`src/rtl/alu_sequencer.sv`:
```
// alu_sequencer: multi-cycle control sequencer that drives the 16-bit add/sub/xor ALU.
// Define ALU_SEQ_OVF_EN to build the sticky signed-overflow flag; otherwise ovf is tied low.
module alu_sequencer (
  input  logic        clk,
  input  logic        rst,
  input  logic        in_valid,
  output logic        in_ready,
  input  logic [2:0]  in_op,
  input  logic [15:0] in_a,
  input  logic [15:0] in_b,
  input  logic [15:0] alu_out,
  output logic [15:0] a_out,
  output logic [15:0] b_out,
  output logic        a_enable,
  output logic        acc_enable,
  output logic        addsub,
  output logic        xor_ctrl,
  output logic        done,
  output logic [15:0] op_count,
  output logic        ovf
);

  typedef enum logic [1:0] {
    IDLE   = 2'd0,
    LOAD_A = 2'd1,
    EXEC   = 2'd2,
    DONE   = 2'd3
  } state_t;

  localparam logic [2:0] OP_NOP    = 3'd0;
  localparam logic [2:0] OP_ADD    = 3'd1;
  localparam logic [2:0] OP_SUB    = 3'd2;
  localparam logic [2:0] OP_XOR    = 3'd3;
  localparam logic [2:0] OP_ADDACC = 3'd4;
  localparam logic [2:0] OP_SUBACC = 3'd5;
  localparam logic [2:0] OP_XORACC = 3'd6;
  localparam logic [2:0] OP_CLR    = 3'd7;

  state_t      state_q, state_d;
  logic [2:0]  op_q, op_d;
  logic [15:0] b_cap_q, b_cap_d;
  logic [15:0] a_out_q, a_out_d;
  logic [15:0] b_out_q, b_out_d;
  logic [15:0] op_count_q, op_count_d;
  logic        in_ready_q, in_ready_d;
  logic        a_enable_q, a_enable_d;
  logic        acc_enable_q, acc_enable_d;
  logic        addsub_q, addsub_d;
  logic        xor_ctrl_q, xor_ctrl_d;
  logic        done_q, done_d;
  logic        accept;

  function automatic logic is_sub(input logic [2:0] op);
    return (op == OP_SUB) || (op == OP_SUBACC);
  endfunction

  function automatic logic is_xor(input logic [2:0] op);
    return (op == OP_XOR) || (op == OP_XORACC);
  endfunction

  // The accumulator only moves on acc_enable in EXEC, so alu_out captured at the
  // accept edge equals what the ALU presents during LOAD_A.
  always_comb begin
    accept       = in_valid && in_ready_q;
    state_d      = state_q;
    op_d         = op_q;
    b_cap_d      = b_cap_q;
    a_out_d      = a_out_q;
    b_out_d      = b_out_q;
    op_count_d   = op_count_q;
    a_enable_d   = 1'b0;
    acc_enable_d = 1'b0;
    addsub_d     = 1'b0;
    xor_ctrl_d   = 1'b0;
    done_d       = 1'b0;

    case (state_q)
      IDLE, DONE: begin
        state_d = IDLE;
        if (accept) begin
          op_d    = in_op;
          b_cap_d = in_b;
          if (in_op == OP_NOP) begin
            state_d = DONE;
            done_d  = 1'b1;
          end else begin
            state_d    = LOAD_A;
            a_enable_d = 1'b1;
            case (in_op)
              OP_ADD, OP_SUB, OP_XOR:          a_out_d = in_a;
              OP_ADDACC, OP_SUBACC, OP_XORACC: a_out_d = alu_out;
              default:                         a_out_d = 16'h0000;
            endcase
          end
        end
      end
      LOAD_A: begin
        state_d      = EXEC;
        acc_enable_d = 1'b1;
        b_out_d      = (op_q == OP_CLR) ? 16'h0000 : b_cap_q;
        addsub_d     = is_sub(op_q);
        xor_ctrl_d   = is_xor(op_q);
      end
      EXEC: begin
        state_d    = DONE;
        done_d     = 1'b1;
        op_count_d = op_count_q + 16'd1;
      end
      default: state_d = IDLE;
    endcase

    in_ready_d = (state_d == IDLE) || (state_d == DONE);
  end

  always_ff @(posedge clk or posedge rst) begin
    if (rst) begin
      state_q      <= IDLE;
      op_q         <= OP_NOP;
      b_cap_q      <= 16'h0000;
      a_out_q      <= 16'h0000;
      b_out_q      <= 16'h0000;
      op_count_q   <= 16'h0000;
      in_ready_q   <= 1'b1;
      a_enable_q   <= 1'b0;
      acc_enable_q <= 1'b0;
      addsub_q     <= 1'b0;
      xor_ctrl_q   <= 1'b0;
      done_q       <= 1'b0;
    end else begin
      state_q      <= state_d;
      op_q         <= op_d;
      b_cap_q      <= b_cap_d;
      a_out_q      <= a_out_d;
      b_out_q      <= b_out_d;
      op_count_q   <= op_count_d;
      in_ready_q   <= in_ready_d;
      a_enable_q   <= a_enable_d;
      acc_enable_q <= acc_enable_d;
      addsub_q     <= addsub_d;
      xor_ctrl_q   <= xor_ctrl_d;
      done_q       <= done_d;
    end
  end

`ifdef ALU_SEQ_OVF_EN
  logic ovf_q, ovf_d;

  function automatic logic is_add(input logic [2:0] op);
    return (op == OP_ADD) || (op == OP_ADDACC);
  endfunction

  // a_out/b_out still hold the operands in DONE, so no separate shadow is needed.
  always_comb begin
    ovf_d = ovf_q;
    if ((state_q == EXEC) && (op_q == OP_CLR)) begin
      ovf_d = 1'b0;
    end else if (state_q == DONE) begin
      if (is_add(op_q) && (a_out_q[15] == b_out_q[15]) && (alu_out[15] != a_out_q[15]))
        ovf_d = 1'b1;
      if (is_sub(op_q) && (a_out_q[15] != b_out_q[15]) && (alu_out[15] != a_out_q[15]))
        ovf_d = 1'b1;
    end
  end

  always_ff @(posedge clk or posedge rst) begin
    if (rst) ovf_q <= 1'b0;
    else     ovf_q <= ovf_d;
  end

  assign ovf = ovf_q;
`else
  assign ovf = 1'b0;
`endif

  assign in_ready   = in_ready_q;
  assign a_out      = a_out_q;
  assign b_out      = b_out_q;
  assign a_enable   = a_enable_q;
  assign acc_enable = acc_enable_q;
  assign addsub     = addsub_q;
  assign xor_ctrl   = xor_ctrl_q;
  assign done       = done_q;
  assign op_count   = op_count_q;

endmodule

```
`config.mk`:
```
export PLATFORM = sky130hd
export DESIGN_NAME = alu_sequencer
export DESIGN_NICKNAME = d
export VERILOG_FILES = /design/src/rtl/alu_sequencer.sv
export SDC_FILE = /design/constraint.sdc
export NUM_CORES = 1
export LEC_CHECK = 0
export CORE_ASPECT_RATIO = 1.25
export CORE_UTILIZATION = 45
export CTS_CLUSTER_DIAMETER = 40
export DETAILED_ROUTE_END_ITERATION = 8
export PLACE_DENSITY_LB_ADDON = 0.2
export SETUP_SLACK_MARGIN = 0.4
export SKIP_LAST_GASP = 1
export SYNTH_ARGS = -nofsm -noshare
export SYNTH_HDL_FRONTEND = slang
export SYNTH_SLANG_ARGS = --single-unit
```
`constraint.sdc`:
```
create_clock -name clk -period 3.1 [get_ports clk]
set_clock_uncertainty 0.2 [all_clocks]
set_input_delay 0.62 -clock clk [delete_from_list [all_inputs] [get_ports clk]]
set_output_delay 0.62 -clock clk [all_outputs]
set_load 0.005 [all_outputs]
```
Word-level counts from Yosys, hierarchy flattened
Cells that the tools add are included.
{"block": "op_classes", "n_addsub": 1, "eq_ne": 15, "n_mux": 14, "bitwise_logic": 1, "reduce_logical": 12}
{"operator": "$pmux W16 S2", "count": 1}
{"operator": "$eq A3 B3 Y1 const B", "count": 6}
{"operator": "$add A16 B1 Y16 const B", "count": 1}
{"operator": "$mux W16", "count": 1}
{"operator": "$eq A3 B2 Y1 const B", "count": 4}
{"operator": "$mux W1", "count": 8}
{"operator": "$eq A2 B2 Y1 const B", "count": 3}
{"operator": "$pmux W2 S3", "count": 1}
{"operator": "$reduce_or A3 Y1", "count": 2}
{"operator": "$logic_not A2 Y1", "count": 2}
{"operator": "$mux W2", "count": 2}
{"operator": "$eq A3 B1 Y1 const B", "count": 1}
{"operator": "$logic_not A3 Y1", "count": 1}
{"operator": "$logic_or A1 B1 Y1", "count": 3}
{"operator": "$reduce_and A3 Y1", "count": 1}
{"operator": "$eq A2 B1 Y1 const B", "count": 1}
{"operator": "$pmux W1 S2", "count": 1}
{"operator": "$reduce_and A2 Y1", "count": 1}
{"operator": "$reduce_or A2 Y1", "count": 1}
{"operator": "$logic_and A1 B1 Y1", "count": 1}
{"operator": "$not A1 Y1", "count": 1}
{"block": "totals", "regBits": 75, "in_bits": 54, "out_inout_bits": 55, "elab_cells": 55}

Logic depth before layout (Yosys ltp)
Gate-level depths: netlist (run 1).
{"block": "logic_depth", "depth_word": 6, "ltp_mapped": 7, "ltp_nobuf": 6}

Least setup slack after synthesis (run 1)
Ideal clock, no wire load.
{"block": "synth_timing", "path_type": "reg2reg", "from": "register state_q[0]", "to": "register b_cap_q[0]", "setup_time_ns": 0.125, "arrival_ns": 1.377, "required_time_ns": 2.775, "path_slack_ns": 1.398, "stages_incl_launch_ff": 6, "path_buffers": 1, "synth_period_minus_slack_ns": 1.702, "cell_sequence": "dfrtp_1 > inv_1 > ha_1 > nand3_1 > buf_2 > mux2_2"}
{"block": "synth_via", "elab_chain_cells": 3, "word_cells_on_any_way": 4, "cone_classes": "eq/ne: 1; reduce/logical: 3"}
{"element": "start: declaration", "line": "39", "text": "state_t state_q, state_d;"}
{"element": "start signal: assignment", "line": "130", "text": "state_q <= state_d;"}
{"element": "$eq A2 B2 Y1 or $logic_not A2 Y1 (tied branches)", "line": "77", "text": "case (state_q)"}
{"element": "$reduce_or A2 Y1 (*)", "line": "77"}
{"element": "$reduce_and A2 Y1 (no line) (*)"}
{"element": "end signal: assignment", "line": "132", "text": "b_cap_q <= b_cap_d;"}
{"element": "end: declaration", "line": "41", "text": "logic [15:0] b_cap_q, b_cap_d;"}
Every way passes the cells marked *; elsewhere a longest branch is shown, timed or not.
A chain may end at the register's enable or synchronous reset.

Worst setup path after layout (run 1)
{"block": "layout_timing", "from": "input in_op[2]", "to": "register a_out_q[11], in the netlist a_out[11]"}
{"block": "layout_via", "elab_chain_cells": 3, "word_cells_on_any_way": 12, "cone_classes": "eq/ne: 6; mux: 1; bitwise: 1; reduce/logical: 4"}
{"element": "start: declaration", "line": "8", "text": "input logic [2:0] in_op,"}
{"element": "$eq A3 B3 Y1, or another cell as far along", "line": "89", "text": "case (in_op)"}
{"element": "$reduce_or A3 Y1 or $not A1 Y1 (tied branches)"}
{"element": "$pmux W16 S2 or $reduce_and A3 Y1 (tied branches)"}
{"element": "end signal: assignment", "line": "133", "text": "a_out_q <= a_out_d;"}
{"element": "end: declaration", "line": "42", "text": "logic [15:0] a_out_q, a_out_d;"}
Parallel ways exist; a longest one is shown, timed or not.

==> run summary, run 1 <==
===============================================================================================
Outcome .......................................................................... finished clean
Buffer cell driving the clock tree root .......................................... sky130_fd_sc_hd__clkbuf_8
Post-CTS Resized .................................................................            0
Fin. Hold Viols ..................................................................            0
Antenna diode instance count .....................................................            0
Critical Setup Path Class ........................................................ primary input to register
Total clock sinks ................................................................           75
Post-synthesis cell count ........................................................          237
Critical R2R Capture ............................................................. a_out[11]$_DFFE_PP0P_
Combined area of all synthesized cells ...........................................     3055 µm²
Number of buffers created by CTS .................................................            9
Clk Latency, worst-skew pair .....................................................       340 ps
VDD IR-drop max ..................................................................    0.4312 mV
Via count of the first global-routing pass .......................................        2,289
End point of the most critical hold path ......................................... op_count[15]$_DFFE_PP0P_
Worst min path class ............................................................. register to register
Register cell area after layout ..................................................     1878 µm²
Warning count from the yosys run .................................................            0
Setup TNS Final ..................................................................         0 ps
# fillers ........................................................................          505
Finished Core Util ...............................................................       67.33%
Total global-route track usage ...................................................       19.29%
Slew Limit Headroom ..............................................................       20.00%
Unrepaired setup endpoints after global routing ..................................           no
Total of buffers placed on input and output ports ................................          107
Post-DP HPWL .....................................................................      4425 µm
Data arrival time at the worst-slack endpoint ....................................      2360 ps
Max-slew violation total from the final report ...................................            0
Vias after detailed routing ......................................................        2,223
Power per Cell Area .............................................................. 892.6 nW/µm²
Setup fix buffers added after clock tree synthesis ...............................            0
Seq/Total Area, Yosys ............................................................       61.47%
Number of nets in the layout .....................................................          405
Horizontal extent of the die .....................................................     75.70 µm
Clock input transition at the sequential cells of the worst setup and hold paths .        80 ps
CTS Buffer Depth .................................................................            2
Core footprint ...................................................................     6565 µm²
Die boundary height ..............................................................     94.13 µm
Count of cells along the worst register-to-register path .........................            5
Fin crit share ...................................................................       77.26%
Critical Path Source .............................................................     in_op[2]
Rows .............................................................................           33
TritonCTS clock tree .............................................................         done
Net count of the mapped netlist ..................................................          294
Violation count after the first detailed-route iteration .........................           73
Area growth, synth to finish .....................................................       44.68%
Die Footprint ....................................................................     7125 µm²
Min-delay src .................................................................... op_count[15]$_DFFE_PP0P_
Slew at the pin with the worst max-slew slack ....................................      1199 ps
Via count normalized by instance count ...........................................        5.052
Number of max-capacitance violations reported ....................................            0
Routability Congestion ...........................................................       0.7183
Cell variety after synth .........................................................           33
Flop2flop setup slack ............................................................       790 ps
Share of layout cells above drive strength 1 .....................................       15.01%
Endpoint required time on the critical path ......................................      3060 ps
Antenna violations before repair .................................................            0
Standard cell area after detailed placement ......................................     4208 µm²
First-pass iteration count of the detailed router ................................            5
Number of H-tree levels ..........................................................            3
Worst Path Max Fanout ............................................................           34
Final setup fails ................................................................            0
Category of the worst setup path capture point ...................................     register
Final design instance area without fill ..........................................     4420 µm²
Highest clock frequency the design can meet ......................................    417.5 MHz
Syn Area/Cell ....................................................................    12.89 µm²
First-pass GRT wire length .......................................................    10,230 µm
Reg2Reg Launch Point ............................................................. state_q[0]$_DFF_PP0_
Overflow after GRT ...............................................................            0
Post-detailed-route wirelength per cell ..........................................     14.25 µm
Final Critical Period ............................................................      2395 ps
Final wirelength .................................................................      6269 µm
Cts hold-fix bufs ................................................................            0
Count of state elements after synthesis ..........................................           75
Number of cells on the worst hold path ...........................................            1
Top-level port count .............................................................          109
Starting Density .................................................................       46.54%
Pin count of the biggest net entering global routing .............................           45
Category of the worst setup path launch point .................................... primary input
Remaining antenna violation count ................................................            0
Remaining routing DRC violations .................................................            0
Area of the multi-input gates ....................................................     1094 µm²
Leakage power total ..............................................................     1.881 nW
===============================================================================================
-- power breakdown --
group	internal, mW	switching, mW
combinational	0.936	0.552
clock	0.435	0.341
sequential	1.40	0.278
-- metrics by stage --
stage | hold WS, ps | std cells | worst slack [ps] | power [mW]
after global routing | 296.2 | 440 | 427.7 | 4.237
after global placement | 264.7 | 424 | 435.7 | 3.156
after CTS | 279.7 | 440 | 729.0 | 3.993
after detailed placement | 268.8 | 424 | 360.0 | 3.215
final | 278.9 | 440 | 705.0 | 3.946
after floorplan | 257.4 | 237 | 1398 | 2.438
-- cell type report --
| type | count | share of cell area [%] |
|---|---|---|
| well taps | 87 | 2.462 |
| repair buffers | 111 | 24.91 |
| multi-input cells | 145 | 24.74 |
| inverters | 6 | 0.5944 |
| flip-flops and latches | 75 | 42.49 |
| clock inverters | 4 | 1.076 |
| clock buffers | 12 | 3.736 |
-- synth_stat cells --
| cell | count | area (µm²) |
|---|---|---|
| sky130_fd_sc_hd__nor3_1 | 3 | 15.01 |
| sky130_fd_sc_hd__ha_1 | 3 | 37.54 |
| sky130_fd_sc_hd__and4_4 | 1 | 11.26 |
| sky130_fd_sc_hd__buf_4 | 3 | 22.52 |
| sky130_fd_sc_hd__o21ai_0 | 1 | 5.000 |
| sky130_fd_sc_hd__inv_1 | 5 | 18.77 |
| sky130_fd_sc_hd__xor2_1 | 7 | 61.31 |
| sky130_fd_sc_hd__a22oi_1 | 16 | 120.1 |
| sky130_fd_sc_hd__dfrtp_1 | 74 | 1852 |
| sky130_fd_sc_hd__nand2b_1 | 1 | 6.260 |
| sky130_fd_sc_hd__xor2_2 | 1 | 16.27 |
| sky130_fd_sc_hd__a31oi_4 | 1 | 21.27 |
| sky130_fd_sc_hd__nand3b_1 | 1 | 7.510 |
| sky130_fd_sc_hd__nand3_1 | 5 | 25.02 |
| sky130_fd_sc_hd__nor2_2 | 2 | 12.51 |
| sky130_fd_sc_hd__or3b_2 | 1 | 8.760 |
| sky130_fd_sc_hd__mux2_2 | 20 | 225.2 |
| sky130_fd_sc_hd__dfstp_2 | 1 | 26.28 |
| sky130_fd_sc_hd__clkinv_1 | 1 | 3.750 |
| sky130_fd_sc_hd__a21oi_1 | 18 | 90.09 |
| sky130_fd_sc_hd__conb_1 | 1 | 3.750 |
| sky130_fd_sc_hd__nand2_1 | 6 | 22.52 |
| sky130_fd_sc_hd__nor2b_4 | 1 | 13.76 |
| sky130_fd_sc_hd__and3_1 | 1 | 6.260 |
| sky130_fd_sc_hd__xnor2_1 | 8 | 70.07 |
| sky130_fd_sc_hd__buf_2 | 7 | 35.03 |
| sky130_fd_sc_hd__and3_4 | 1 | 11.26 |
| sky130_fd_sc_hd__nand4_1 | 3 | 18.77 |
| sky130_fd_sc_hd__a21boi_2 | 1 | 11.26 |
| sky130_fd_sc_hd__nand4_4 | 2 | 42.54 |
| sky130_fd_sc_hd__clkbuf_1 | 1 | 3.750 |
| sky130_fd_sc_hd__a22o_1 | 16 | 140.1 |
| sky130_fd_sc_hd__nor2_1 | 24 | 90.09 |
-- worst max-delay path by stage --
stage	slack, ps	to	cells after the start
3_5_place_dp	360	a_out[10]$_DFFE_PP0P_	4
3_3_place_gp	440	a_out[2]$_DFFE_PP0P_	5
5_1_grt	430	a_out[2]$_DFFE_PP0P_	5
6_report	700	a_out[11]$_DFFE_PP0P_	4
4_1_cts	730	a_out[7]$_DFFE_PP0P_	5
2_1_floorplan	1400	b_cap_q[0]$_DFFE_PP0P_	5
-- critical path, stage by stage --
cell	delay, ps
sky130_fd_sc_hd__clkdlybuf4s50_1	550
sky130_fd_sc_hd__nor3_1	110
sky130_fd_sc_hd__nor2_2	910
sky130_fd_sc_hd__a21oi_1	150
-- state kept, by name (all words and copies together), names as in the netlist --
signal      count
state_q         2
addsub          1
acc_enable      1
op_q            3
a_enable        1
a_out          16
op_count       16
b_cap_q        16
done            1
in_ready        1
xor_ctrl        1
b_out          16
-- logic make-up (layout without fill, tap and decap cells) --
group                    Yosys count  in the layout  synth area share [%]
AO/OA/AOI/OAI                     53             53                 12.69
XOR/XNOR                          16             16                 4.832
adder cells (fa/ha/maj)            3              3                 1.229
buffers and inverters             17            133                 2.743
flip-flops                        75             75                 61.47
multiplexers                      20             20                 7.371
other                              1              1                0.1227
AND/OR/NAND/NOR                   52             52                 9.541
-- layer usage --
metal,routed length [µm],global-route usage (%),share of wire (%),vias up
li1,-,-,-,1056
met1,2547,22.50,41,1079
met2,3099,31.55,49,78
met3,516,6.760,8.2,10
met4,105,8.333,1.7,0
met5,0,0,0,-
-- layout by cell type, fill, tap and decap left out, types with 2 or more instances in the layout --
master / Yosys / layout
sky130_fd_sc_hd__clkdlybuf4s50_1: 0 / 107
sky130_fd_sc_hd__dfrtp_1: 74 / 74
sky130_fd_sc_hd__nor2_1: 24 / 24
sky130_fd_sc_hd__mux2_2: 20 / 20
sky130_fd_sc_hd__a21oi_1: 18 / 18
sky130_fd_sc_hd__a22o_1: 16 / 16
sky130_fd_sc_hd__a22oi_1: 16 / 16
sky130_fd_sc_hd__clkbuf_8: 0 / 12
sky130_fd_sc_hd__xnor2_1: 8 / 8
sky130_fd_sc_hd__xor2_1: 7 / 7
sky130_fd_sc_hd__nand2_1: 6 / 6
sky130_fd_sc_hd__nand3_1: 5 / 5
sky130_fd_sc_hd__inv_1: 5 / 4
sky130_fd_sc_hd__buf_4: 3 / 4
sky130_fd_sc_hd__nand4_1: 3 / 3
sky130_fd_sc_hd__nor3_1: 3 / 3
sky130_fd_sc_hd__ha_1: 3 / 3
sky130_fd_sc_hd__nand4_4: 2 / 2
sky130_fd_sc_hd__nor2_2: 2 / 2
sky130_fd_sc_hd__clkinvlp_4: 0 / 2
sky130_fd_sc_hd__clkinv_2: 0 / 2
Note: power is estimated with default switching activity, not from simulation.
==> inputs of run 2 (changes only) <==
--- a/config.mk
+++ b/config.mk
@@ -6,7 +6,7 @@
 export NUM_CORES = 1
 export LEC_CHECK = 0
 export CORE_ASPECT_RATIO = 1.25
-export CORE_UTILIZATION = 45
+export CORE_UTILIZATION = 40
 export CTS_CLUSTER_DIAMETER = 40
 export DETAILED_ROUTE_END_ITERATION = 8
 export PLACE_DENSITY_LB_ADDON = 0.2
==> constraint.sdc (replaced) <==
create_clock -name clk -period 2 [get_ports clk]
set_clock_uncertainty 0.2 [all_clocks]
set_input_delay 0.4 -clock clk [delete_from_list [all_inputs] [get_ports clk]]
set_output_delay 0.4 -clock clk [all_outputs]
set_load 0.005 [all_outputs]
==> run summary, run 2 (same netlist as run 1, synthesis figures left out) <==
===============================================================================================
Total clock sinks ................................................................           75   unchanged
Category of the worst setup path capture point ...................................     register
Most common cell after layout, fill and taps aside ............................... sky130_fd_sc_hd__dfrtp_1
Die Footprint ....................................................................     7994 µm²   +12%
Combinational share of power .....................................................        46.5%   +8.8 points
Cts hold-fix bufs ................................................................            0   unchanged
Die boundary height ..............................................................     99.72 µm   +5.9%
Top cell family by delay on the critical path ....................................   flip-flops
Unrepaired setup endpoints after global routing ..................................          yes
Power per Cell Area ..............................................................  1327 nW/µm²   +49%
Remaining routing DRC violations .................................................            0   unchanged
Relative contribution of the clock network to total power ........................        15.4%   -4.3 points
Endpoint of the worst setup timing path .......................................... op_q[0]$_DFFE_PP0P_
Placed Instances .................................................................          436   +2.8%
CTS Buffer Depth .................................................................            2   unchanged
Violation count after the first detailed-route iteration .........................           90   +23%
First-pass iteration count of the detailed router ................................            4   -1
Flop2flop setup slack ............................................................       320 ps   -470 ps
Max-slew violation total from the final report ...................................            0   unchanged
Post-layout instance count excluding filler cells ................................          501   +14%
Routability Congestion ...........................................................       0.6911   -3.8%
Vias after detailed routing ......................................................        2,503   +13%
Data arrival time at the worst-slack endpoint ....................................      1720 ps   -640 ps
Share of layout cells above drive strength 1 .....................................       32.76%   +18 points
Count of cells along the worst register-to-register path .........................            6   +1
Worst Path Max Fanout ............................................................           10   -71%
Antenna violations before repair .................................................            0   unchanged
Post-DP HPWL .....................................................................      4445 µm   +0.46%
Total of buffers placed on input and output ports ................................          107   unchanged
Antenna diode instance count .....................................................            0   unchanged
VDD IR-drop max ..................................................................    0.7884 mV   +83%
Slowest library cell on the worst path ........................................... sky130_fd_sc_hd__dfrtp_1
Number of H-tree levels ..........................................................            3   unchanged
Number of max-capacitance violations reported ....................................            0   unchanged
Outcome .......................................................................... finished clean
TritonCTS clock tree .............................................................         done
Portion of total power attributed to sequential cells ............................        38.1%   -4.5 points
Area growth, synth to finish .....................................................       67.65%
Number of nets in the layout .....................................................          461   +14%
Via count normalized by instance count ...........................................        4.996   -1.1%
Worst min path class ............................................................. register to register
Final wirelength .................................................................      7732 µm   +23%
Critical Setup Path Class ........................................................ register to register
Number of cells on the critical path .............................................            6   +2
Total net switching power ........................................................     2.195 mW   +87%
Total buffers and inverters traversed by the critical path .......................            3   +2
Clock input transition at the sequential cells of the worst setup and hold paths .        80 ps   about the same
Final setup fails ................................................................            0   unchanged
Rows .............................................................................           35   +6.1%
Critical R2R Capture ............................................................. op_q[0]$_DFFE_PP0P_
Critical Path Max Stage Delay ....................................................       370 ps   -540 ps
Top-level port count .............................................................          109   unchanged
# fillers ........................................................................          544   +7.7%
Final Critical Period ............................................................      1684 ps
Fin crit share ...................................................................       84.18%
Clk Latency, worst-skew pair .....................................................       340 ps   about the same
Endpoint required time on the critical path ......................................      2040 ps   -1020 ps
Starting Density .................................................................       41.28%   -5.3 points
Internal power summed over all cells .............................................     4.601 mW   +66%
Number of buffers created by CTS .................................................            9   unchanged
Category of the worst setup path launch point ....................................     register
Fraction of power spent switching nets ...........................................       32.30%   +2.6 points
Highest clock frequency the design can meet ......................................    594.0 MHz
Post-detailed-route wirelength per cell ..........................................     15.43 µm   +8.3%
Reg2Reg Launch Point ............................................................. state_q[0]$_DFF_PP0_
Setup TNS Final ..................................................................         0 ps   unchanged
Fin. Hold Viols ..................................................................            0   unchanged
Critical Path Source ............................................................. state_q[0]$_DFF_PP0_
Remaining antenna violation count ................................................            0   unchanged
Buffer cell driving the clock tree root .......................................... sky130_fd_sc_hd__clkbuf_8
CP cell instances ................................................................ inv_2 -> ha_4 -> nand3_4 -> buf_6 -> buf_16 -> mux2_2
Pin count of the biggest net entering global routing .............................           76   +69%
Top library cells by usage in the layout, fill and taps aside .................... sky130_fd_sc_hd__dfrtp_1, sky130_fd_sc_hd__clkdlybuf4s50_1, sky130_fd_sc_hd__clkdlybuf4s15_1
Total global-route track usage ...................................................       20.57%   +1.3 points
First-pass GRT wire length .......................................................    12,330 µm   +21%
Via count of the first global-routing pass .......................................        2,594   +13%
Leakage power total ..............................................................     2.271 nW   +21%
Core footprint ...................................................................     7401 µm²   +13%
Horizontal extent of the die .....................................................     80.17 µm   +5.9%
Overflow after GRT ...............................................................            0   unchanged
===============================================================================================
run 2: cell types whose count changed in the layout (fill, tap and decap cells not counted), sizes merged:
cell	delta
dlygate4sd2	+6
nor2	+1
clkinv	-1
clkinvlp	+3
buf	+55
clkdlybuf4s15	+49
clkdlybuf4s50	-56
bufinv	-1
run 2: what timing repair did:
action,CTS,global route
pin swaps,9,9
cloned,4,2
setup endpoints to repair,112,66
gates resized for setup,119,35
buffers inserted,34,9
run 2: worst min-delay path by stage:
stage / end / slack, ps / depth (start not counted) / from
final: b_out[14]$_DFFE_PP0P_ / 290 / 1 / b_cap_q[14]$_DFFE_PP0P_
after global routing: b_out[14]$_DFFE_PP0P_ / 300 / 1 / b_cap_q[14]$_DFFE_PP0P_
after CTS: b_out[14]$_DFFE_PP0P_ / 290 / 1 / b_cap_q[14]$_DFFE_PP0P_
after detailed placement: b_out[15]$_DFFE_PP0P_ / 270 / 1 / b_cap_q[15]$_DFFE_PP0P_
after global placement: op_count[15]$_DFFE_PP0P_ / 260 / 1 / op_count[15]$_DFFE_PP0P_
after floorplan: b_out[0]$_DFFE_PP0P_ / 260 / 1 / b_cap_q[0]$_DFFE_PP0P_
run 2: stage by stage:
step | power [mW] | setup slack [ps] | util [%] | hold WS [ps] | area, µm²
3_5_place_dp | 5.036 | -217.2 | 58.14 | 272.4 | 4303
2_1_floorplan | 3.849 | 377.6 | - | 257.3 | 3094
6_report | 6.795 | 316.4 | 69.21 | 287.4 | 5122
5_1_grt | 7.267 | 261.7 | 69.21 | 301.9 | 5122
3_3_place_gp | 4.939 | -142.5 | 58.14 | 260.8 | 4303
4_1_cts | 6.483 | 201.9 | 66.46 | 285.6 | 4918
run 2: cell type report:
cell class | instances | area [µm²] | share of cell area [%]
Inverter | 6 | 27.53 | 0.5374
Multi-Input combinational cell | 146 | 1234 | 24.08
Timing Repair Buffer | 166 | 1684 | 32.88
Clock buffer | 11 | 141.4 | 2.760
Sequential cell | 75 | 1882 | 36.74
Tap cell | 92 | 115.1 | 2.247
Clock inverter | 5 | 38.79 | 0.7572
run 2: layer usage:
| layer | share of wire, % | track usage, % |
|---|---|---|
| met1 | 40 | 24.70 |
| met4 | 3.1 | 10.03 |
| met2 | 52 | 34.19 |
| met3 | 5.0 | 5.138 |
| met5 | 0 | 0 |
run 2: power by group through the flow:
stage	combinational, mW	sequential [mW]	clock, mW
3_5_place_dp	2.40	2.63	0
5_1_grt	3.43	2.68	1.16
2_1_floorplan	1.24	2.61	0
3_3_place_gp	2.33	2.61	0
6_report	3.16	2.59	1.05
4_1_cts	2.85	2.56	1.08
==> inputs of run 3 (changes only) <==
==> constraint.sdc (replaced) <==
create_clock -name clk -period 1.45 [get_ports clk]
set_clock_uncertainty 0.2 [all_clocks]
set_input_delay 0.29 -clock clk [delete_from_list [all_inputs] [get_ports clk]]
set_output_delay 0.29 -clock clk [all_outputs]
set_load 0.005 [all_outputs]
==> run summary, run 3 (same netlist as run 1, synthesis figures left out) <==
===============================================================================================
Antenna violations before repair .................................................            0   unchanged
Top-level port count .............................................................          109   unchanged
Violations in the final reports .................................................. setup timing
Horizontal extent of the die .....................................................     80.17 µm   unchanged
First-pass iteration count of the detailed router ................................            5   +1
Worst-case setup margin in the final layout ......................................    -183.6 ps   -500.0 ps
Worst min path class ............................................................. primary input to async pin
TritonCTS clock tree .............................................................         done
Overflow after GRT ...............................................................            0   unchanged
Outcome .......................................................................... complete, but fails checks
Worst Path Max Fanout ............................................................           13   +3
Die Footprint ....................................................................     7994 µm²   unchanged
Clock input transition at the sequential cells of the worst setup and hold paths .        80 ps   about the same
Antenna diode instance count .....................................................            0   unchanged
Category of the worst setup path capture point ...................................     register
Starting Density .................................................................       41.28%   unchanged
Total of buffers placed on input and output ports ................................          107   unchanged
Routability Congestion ...........................................................       0.7044   +1.9%
Top library cells by usage in the layout, fill and taps aside .................... sky130_fd_sc_hd__dfrtp_1, sky130_fd_sc_hd__buf_4, sky130_fd_sc_hd__clkdlybuf4s50_1, sky130_fd_sc_hd__buf_2, sky130_fd_sc_hd__buf_6
Most common cell after layout, fill and taps aside ............................... sky130_fd_sc_hd__dfrtp_1
Share of layout cells above drive strength 1 .....................................       51.78%   +19 points
Final Critical Period ............................................................      1634 ps   -50.02 ps
First-pass GRT wire length .......................................................    13,050 µm   +5.8%
Total chip power .................................................................     10.67 mW   +57%
Via count of the first global-routing pass .......................................        2,702   +4.2%
Vias after detailed routing ......................................................        2,630   +5.1%
Data arrival time at the worst-slack endpoint ....................................      1660 ps   -60 ps
Remaining antenna violation count ................................................            0   unchanged
Highest clock frequency the design can meet ......................................    612.2 MHz   +3.1%
Setup TNS Final ..................................................................     -8701 ps   -8701 ps
Final setup fails ................................................................           71   +71
Pin count of the biggest net entering global routing .............................           43   -43%
Critical Setup Path Class ........................................................ register to register
# fillers ........................................................................          507   -6.8%
Number of max-capacitance violations reported ....................................            0   unchanged
Post-detailed-route wirelength per cell ..........................................     15.14 µm   -1.9%
Clk Latency, worst-skew pair .....................................................       340 ps   about the same
Category of the worst setup path launch point ....................................     register
Area growth, synth to finish .....................................................       77.03%
Post-DP HPWL .....................................................................      4929 µm   +11%
Power per Cell Area ..............................................................  1972 nW/µm²   +49%
Fin crit share ...................................................................       112.7%   +28 points
Via count normalized by instance count ...........................................        4.852   -2.9%
Final wirelength .................................................................      8206 µm   +6.1%
Leakage power total ..............................................................     2.653 nW   +17%
Core footprint ...................................................................     7401 µm²   unchanged
Total global-route track usage ...................................................       21.47%   +0.90 points
Number of buffers created by CTS .................................................            9   unchanged
Endpoint required time on the critical path ......................................      1480 ps   -560 ps
Number of H-tree levels ..........................................................            3   unchanged
Number of nets in the layout .....................................................          502   +8.9%
CTS Buffer Depth .................................................................            2   unchanged
Total clock sinks ................................................................           75   unchanged
Unrepaired setup endpoints after global routing ..................................          yes
Remaining routing DRC violations .................................................            0   unchanged
Fin. Hold Viols ..................................................................            0   unchanged
Max-slew violation total from the final report ...................................            0   unchanged
Buffer cell driving the clock tree root .......................................... sky130_fd_sc_hd__clkbuf_8
Die boundary height ..............................................................     99.72 µm   unchanged
Violation count after the first detailed-route iteration .........................           60   -33%
Rows .............................................................................           35   unchanged
VDD IR-drop max ..................................................................     1.293 mV   +64%
===============================================================================================
## run 3: cell types whose count changed in the layout (fill, tap and decap cells not counted), sizes merged
cell           previous run  this run
dlygate4sd2               6         2
nor2                     27        26
clkinv                    2         4
clkbuf                   12        10
clkdlybuf4s15            49         1
clkinvlp                  5         2
clkdlybuf4s50            51        50
bufinv                    0         2
buf                      59       155
## run 3: power by group
part           internal (mW)  switching (mW)
combinational           3.41            1.93
sequential              3.00           0.557
clock                  0.973           0.789
total                   7.39            3.28
## run 3: final timing paths
check / endpoint / cells after the start / slack, ps / from
worst max-delay path: b_cap_q[7]$_DFFE_PP0P_ / 4 / -180 / state_q[1]$_DFF_PP0_
min in group clk: b_out[7]$_DFFE_PP0P_ / 1 / 290 / b_cap_q[7]$_DFFE_PP0P_
worst min-delay path: op_count[9]$_DFFE_PP0P_ / 3 / 180 / rst
worst min register to register: b_out[7]$_DFFE_PP0P_ / 1 / 290 / b_cap_q[7]$_DFFE_PP0P_
worst max register to register: b_cap_q[7]$_DFFE_PP0P_ / 4 / -180 / state_q[1]$_DFF_PP0_
max in group asynchronous: in_ready$_DFF_PP1_ / 3 / 630 / rst
## run 3: repair_timing
action,CTS,global route
gates cloned,1,0
setup buffers,41,24
pin swaps,24,9
hold buffers,0,0
endpoints found under the setup margin,129,129
gates resized for setup,265,22
## run 3: area by class of cell
type	count	area [µm²]	share of cell area, %
clock buffers	10	127.6	2.359
clock inverters	6	90.09	1.666
well taps	92	115.1	2.128
flip-flops and latches	75	1881	34.77
inverters	6	31.28	0.5783
repair buffers	208	1827	33.77
multi-input cells	145	1338	24.73
## run 3: worst max-delay path, stage by stage, from the launching register on
cell and delay (ps):
sky130_fd_sc_hd__dfrtp_1 410, sky130_fd_sc_hd__ha_4 260, sky130_fd_sc_hd__nand3_4 130, sky130_fd_sc_hd__buf_12 170
sky130_fd_sc_hd__mux2_2 340
## run 3: per-stage QoR
stage	util, %	hold WS, ps	std cells	instance area [µm²]	setup WS [ps]
after detailed placement	62.69	268.7	460	4639	-574.5
after global routing	73.09	182.1	542	5409	-251.3
after CTS	69.23	171.1	518	5124	-191.2
after global placement	62.69	262.7	460	4639	-509.9
after floorplan	-	234.6	237	3229	-117.0
final	73.09	176.2	542	5409	-183.6
## run 3: layer usage
| layer | up-vias | share of wire, % | wire length, µm | global-route usage (%) |
|---|---|---|---|---|
| li1 | 1256 | - | - | - |
| met1 | 1296 | 42 | 3450 | 26.65 |
| met2 | 74 | 53 | 4347 | 36.42 |
| met3 | 4 | 4.4 | 365 | 5.505 |
| met4 | 0 | 0.54 | 44 | 6.593 |
| met5 | - | 0 | 0 | 0 |
